[src/rtl/fetch_stage_if.sv]
// fetch_stage_if: redirect/stall control, instruction-memory bus and IF/ID outputs of the fetch stage
interface fetch_stage_if #(parameter int XLEN = 32);
  logic stall;
  logic redirect_valid;
  logic [XLEN-1:0] redirect_pc;
  logic imem_req;
  logic [XLEN-1:0] imem_addr;
  logic imem_ack;
  logic [XLEN-1:0] imem_rdata;
  logic if_valid;
  logic [XLEN-1:0] if_pc;
  logic [XLEN-1:0] if_inst;
  logic [XLEN-1:0] if_pc_plus4;
  modport master (
    input  stall, redirect_valid, redirect_pc, imem_ack, imem_rdata,
    output imem_req, imem_addr, if_valid, if_pc, if_inst, if_pc_plus4
  );
  modport slave (
    output stall, redirect_valid, redirect_pc, imem_ack, imem_rdata,
    input  imem_req, imem_addr, if_valid, if_pc, if_inst, if_pc_plus4
  );
endinterface

[src/rtl/fetch_stage.sv]
// fetch_stage: owns the PC, fetches from a wait-state imem and presents one registered instruction per cycle to decode
module fetch_stage #(
  parameter int XLEN = 32,
  parameter logic [XLEN-1:0] RESET_PC = '0,
  parameter logic [XLEN-1:0] NOP_INST = XLEN'(32'h13)
) (
  input logic clk,
  input logic reset,
  fetch_stage_if.master bus
);
  typedef enum logic [1:0] {FETCH, HOLD, DRAIN} state_e;
  state_e state_q, state_d;
  logic [XLEN-1:0] pc_q, pc_d, drain_q, drain_d, skid_pc_q, skid_pc_d, skid_inst_q, skid_inst_d;
  logic [XLEN-1:0] if_pc_q, if_pc_d, if_inst_q, if_inst_d;
  logic if_valid_q, if_valid_d, req, ack, slot_free;
  assign req = !reset && state_q != HOLD;
  assign ack = bus.imem_ack && req;
  assign slot_free = !if_valid_q || !bus.stall;
  assign bus.imem_req = req;
  // DRAIN keeps the abandoned address on the bus until its ack retires it
  assign bus.imem_addr = state_q == DRAIN ? drain_q : pc_q;
  assign bus.if_valid = if_valid_q;
  assign bus.if_pc = if_pc_q;
  assign bus.if_inst = if_inst_q;
  assign bus.if_pc_plus4 = if_pc_q + XLEN'(4);
  always_comb begin
    state_d = state_q;
    pc_d = pc_q;
    drain_d = drain_q;
    skid_pc_d = skid_pc_q;
    skid_inst_d = skid_inst_q;
    if_valid_d = if_valid_q;
    if_pc_d = if_pc_q;
    if_inst_d = if_inst_q;
    if (bus.redirect_valid) begin
      pc_d = bus.redirect_pc & ~XLEN'(3);
      if_valid_d = 1'b0;
      if_inst_d = NOP_INST;
      state_d = (state_q == HOLD || ack) ? FETCH : DRAIN;
      drain_d = state_q == FETCH ? pc_q : drain_q;
    end else if (state_q == FETCH) begin
      if (ack) begin
        pc_d = pc_q + XLEN'(4);
        if (slot_free) begin
          {if_valid_d, if_pc_d, if_inst_d} = {1'b1, pc_q, bus.imem_rdata};
        end else begin
          skid_pc_d = pc_q;
          skid_inst_d = bus.imem_rdata;
          state_d = HOLD;
        end
      end else if (slot_free) begin
        if_valid_d = 1'b0;
      end
    end else if (state_q == HOLD) begin
      if (!bus.stall) begin
        {if_valid_d, if_pc_d, if_inst_d} = {1'b1, skid_pc_q, skid_inst_q};
        state_d = FETCH;
      end
    end else if (ack) begin
      state_d = FETCH;
    end
  end
  always_ff @(posedge clk) begin
    if (reset) begin
      state_q <= FETCH;
      pc_q <= RESET_PC;
      drain_q <= '0;
      skid_pc_q <= '0;
      skid_inst_q <= '0;
      if_valid_q <= 1'b0;
      if_pc_q <= '0;
      if_inst_q <= NOP_INST;
    end else begin
      state_q <= state_d;
      pc_q <= pc_d;
      drain_q <= drain_d;
      skid_pc_q <= skid_pc_d;
      skid_inst_q <= skid_inst_d;
      if_valid_q <= if_valid_d;
      if_pc_q <= if_pc_d;
      if_inst_q <= if_inst_d;
    end
  end
endmodule
[src/flat_wrapper.sv]
// flat-port wrapper written by rule: the top's interface ports become plain ports
module fetch_stage_flat 
#(
  parameter int XLEN = 32,
  parameter logic [XLEN-1:0] RESET_PC = '0,
  parameter logic [XLEN-1:0] NOP_INST = XLEN'(32'h13)
)
  (clk, reset, bus_stall, bus_redirect_valid, bus_redirect_pc, bus_imem_ack, bus_imem_rdata, bus_imem_req, bus_imem_addr, bus_if_valid, bus_if_pc, bus_if_inst, bus_if_pc_plus4);
  fetch_stage_if #(.XLEN(XLEN)) bus_i ();
  input logic clk;
  input logic reset;
  input wire logic [$bits(bus_i.stall)-1:0] bus_stall;
  input wire logic [$bits(bus_i.redirect_valid)-1:0] bus_redirect_valid;
  input wire logic [$bits(bus_i.redirect_pc)-1:0] bus_redirect_pc;
  input wire logic [$bits(bus_i.imem_ack)-1:0] bus_imem_ack;
  input wire logic [$bits(bus_i.imem_rdata)-1:0] bus_imem_rdata;
  output wire logic [$bits(bus_i.imem_req)-1:0] bus_imem_req;
  output wire logic [$bits(bus_i.imem_addr)-1:0] bus_imem_addr;
  output wire logic [$bits(bus_i.if_valid)-1:0] bus_if_valid;
  output wire logic [$bits(bus_i.if_pc)-1:0] bus_if_pc;
  output wire logic [$bits(bus_i.if_inst)-1:0] bus_if_inst;
  output wire logic [$bits(bus_i.if_pc_plus4)-1:0] bus_if_pc_plus4;
  assign bus_i.stall = bus_stall;
  assign bus_i.redirect_valid = bus_redirect_valid;
  assign bus_i.redirect_pc = bus_redirect_pc;
  assign bus_i.imem_ack = bus_imem_ack;
  assign bus_i.imem_rdata = bus_imem_rdata;
  assign bus_imem_req = bus_i.imem_req;
  assign bus_imem_addr = bus_i.imem_addr;
  assign bus_if_valid = bus_i.if_valid;
  assign bus_if_pc = bus_i.if_pc;
  assign bus_if_inst = bus_i.if_inst;
  assign bus_if_pc_plus4 = bus_i.if_pc_plus4;
  fetch_stage #(.XLEN(XLEN), .RESET_PC(RESET_PC), .NOP_INST(NOP_INST)) u_core (.clk(clk), .reset(reset), .bus(bus_i));
endmodule
[config.mk]
export PLATFORM = sky130hd
export DESIGN_NAME = fetch_stage_flat
export DESIGN_NICKNAME = d
export VERILOG_FILES = /design/src/rtl/fetch_stage_if.sv /design/src/rtl/fetch_stage.sv /design/src/flat_wrapper.sv
export SDC_FILE = /design/constraint.sdc
export NUM_CORES = 1
export LEC_CHECK = 0
export CAP_MARGIN = 20
export CORE_MARGIN = 2
export CORE_UTILIZATION = 30
export DETAILED_ROUTE_END_ITERATION = 10
export PLACE_DENSITY = 0.59
export SETUP_SLACK_MARGIN = 0.1
export SYNTH_ARGS = -nofsm -noshare
export SYNTH_HDL_FRONTEND = slang
export SYNTH_SLANG_ARGS = --single-unit
[constraint.sdc]
create_clock -name clk -period 3.31 [get_ports clk]
set_input_delay 0.4965 -clock clk [delete_from_list [all_inputs] [get_ports clk]]
set_output_delay 0.4965 -clock clk [all_outputs]
set_load 0.005 [all_outputs]
==> flow_summary.toml <==
[cts]
cts-resized-gates = 0
post_cts_buffers = 0
clk_pin_slew_ns = 0.07
tritoncts = "yes"
cts-htree-levels = 4
clk_latency_ns = 0.44
cts_buffers = 17
clock_path_buffers = 2
clock-sinks = 187
root_buffer = "clkbuf_16"
hold_buffers = 0

[drt]
drcViolationCount = 0
drt_iter0_drc = 491
wl_per_cell_um = 16.4
via_per_inst = 5.10
drtAntennaViolNets = 0
drt-pass1-iter-count = 5
vias = 8577
totalWireLength_um = 27500

[logic_synthesis]
ys_async_sr_fraction = 0
synth_top_area_share = 0.419
synth_adder_area_share = 0.00280
yosys.area.top_type = "dfxtp_1"
synth.distinct_cells = 55
yosysSeqAreaShare = 0.419
synth_top_family_by_area = "simple AND/OR/NAND/NOR gates"
syn-cell-area_mm2 = 0.00893
yosys_warnings = 0
synthTopCellsByArea = "dfxtp_1 (42%), nand2_1 (12%), a311oi_1 (6.6%)"
synthMuxAreaShare = 0.0353
synth_seq_cells = 187
yosys.area_share.simple = 0.246
synth_xor_area_frac = 0.0382
synth_edf_count = 0
syn-mean-instance-area_um2 = 7.73
synth_compound_area_frac = 0.199
synth_ff_type = "dfxtp_1"
synthCells = 1156

[place]
hpwl_um = 18400
port-buffer-count = 190
pre_cts_ws_ns = 0.361
gp_congestion = 0.779

[power_and_ir_drop]
leakage_nw = 3.81
finalPower_w = 0.00516
power-per-cell-area_mw_per_mm2 = 440
vdd_drop_max_uv = 355

[sta]
final-max-slew-violation-count = 0
max_freq_mhz = 334
finalCritPeriodShare = 0.905
worst_slew_pin_slew_ns = 0.721
rsz0062_at_grt = "false"
hold_viol_final = 0
holdWs_ns = 0.453
fin_ws_ns = 0.313
skew_ns = 0.0127
setup_viol = 0
maxSlewHeadroom = 0.519
setup_tns_ns = 0
period_needed_ns = 3.00

[die]
placementRows = 63
initial_core_util = 0.303
core-area_mm2 = 0.0295
die_height_um = 177
fp.dieW_um = 177
die-area_mm2 = 0.0312
io_pins = 199

[global_route]
grt_pass1_wl_um = 43500
grt_use_total = 0.175
gr-total-overflow = 0
grt_pass1_vias = 7879
grt_max_degree = 69
grt_antenna_before_repair = 1

[cells_and_area]
drive_gt1_frac = 0.0829
num_antenna_cells = 0
fin_nets = 1350
multiInputGateArea_mm2 = 0.00473
area_delta_synth_final_pct = 31.3
fillers = 3031
seqCellArea_mm2 = 0.00375
final_core_util = 0.398

[critical_path]
required_ns = 2.81
crit_path_cell_trace = "inv_1, nor2_2, buf_12, mux2_2, clkdlybuf4s50_1"
crit_slowest_cell = "clkdlybuf4s50_1"
max_stage_delay_ns = 0.46
arrival_ns = 2.50
worstPathMaxFanout = 25
start_kind = "flop"
cp_num_buf_inv = 3
crit_path_end_kind = "output pin"
critical-path-top-delay-family = "buffers and inverters"
critPathKind = "flop to output pin"

[min_path]
hold_path.class = "flop to flop"

[status]
outcome = "finished, final reports clean"

[job]
drv_cap = 0
## cells in the final DEF, fill, tap and decap left out, drive strengths merged, types with 3 or more instances in the layout
cell / count
nand2: 279
o31ai: 7
inv: 15
o211ai: 4
xnor2: 27
clkdlybuf4s50: 189
or4: 9
a311o: 3
and3: 10
and4: 12
nand3: 19
a311oi: 67
conb: 6
dfxtp: 187
or3: 4
buf: 29
o311ai: 3
and2: 6
a211oi: 13
a2111oi: 3
nand4: 25
a21oi: 103
mux2: 28
nor3: 11
o21ai: 70
clkinv: 6
clkbuf: 17
xor2: 12
nor4: 5
nor3b: 4
nor2: 91
## metrics by stage
step                      instances  area [um2]
after floorplan                1161        8950
after detailed placement       1650       11100
after CTS                      1681       11700
after global placement         1650       11100
after global routing           1681       11700
final                          1681       11700
## cell usage after synthesis, drive strengths merged, types with 10 or more instances
library cell,n
nand4,25
a21oi,103
dfxtp,187
a311oi,67
buf,13
and4,12
nor3,11
nor2,91
o21ai,70
a211oi,13
clkbuf,106
nand2,279
xor2,12
nand3,19
xnor2,27
mux2,28
and3,10
## layer usage
layer,track usage,routed length (um),vias up
li1,-,-,4289
met1,0.238,12800,4040
met2,0.272,12500,219
met3,0.0463,1820,27
met4,0.0530,435,2
met5,0,11,-
## state kept, by name (all words and copies together), names as in the netlist
register / count
u_core.bus.if_inst: 32
u_core.bus.if_pc: 30
u_core.bus.if_valid: 1
u_core.drain_q: 30
u_core.pc_q: 30
u_core.skid_inst_q: 32
u_core.skid_pc_q: 30
u_core.state_q: 2
## cell families after synthesis
logic type	Yosys count
flops	187
mux	28
buf+inv	128
fa+ha+maj	2
compound gates	280
xor+xnor	39
simple gates	491
other cells	1
## power breakdown
part           total [W]  internal [W]  leakage, nW  switching, W
Combinational   0.000674      0.000350         2.01      0.000324
Clock            0.00204       0.00101        0.278       0.00103
Sequential       0.00244       0.00232         1.52      0.000115
## layout make-up
type                    count  share of cell area
clock buffers              17              0.0363
clock inverters            14              0.0132
inverters                   9             0.00288
multi-input cells         846               0.403
flip-flops and latches    187               0.319
well taps                 390              0.0416
repair buffers            218               0.183
## worst register-to-register path, cell delays in order (launching register included)
cell	delay, ns
dfxtp_2	0.34
buf_4	0.24
nor4b_2	0.66
nand3_1	0.33
or4_1	0.57
a311oi_1	0.26
## path summary, 6_finish.rpt
kind	start	end	slack, ns	depth (start not counted)
max	u_core.state_q[1]	bus_imem_addr[17]	0.31	5
min	u_core.skid_pc_q[15]	u_core.skid_pc_q[15]	0.45	2
max reg2reg	u_core.state_q[0]	u_core.pc_q[19]	0.81	5
min reg2reg	u_core.skid_pc_q[15]	u_core.skid_pc_q[15]	0.45	2
(Power assumes the default switching activity.)
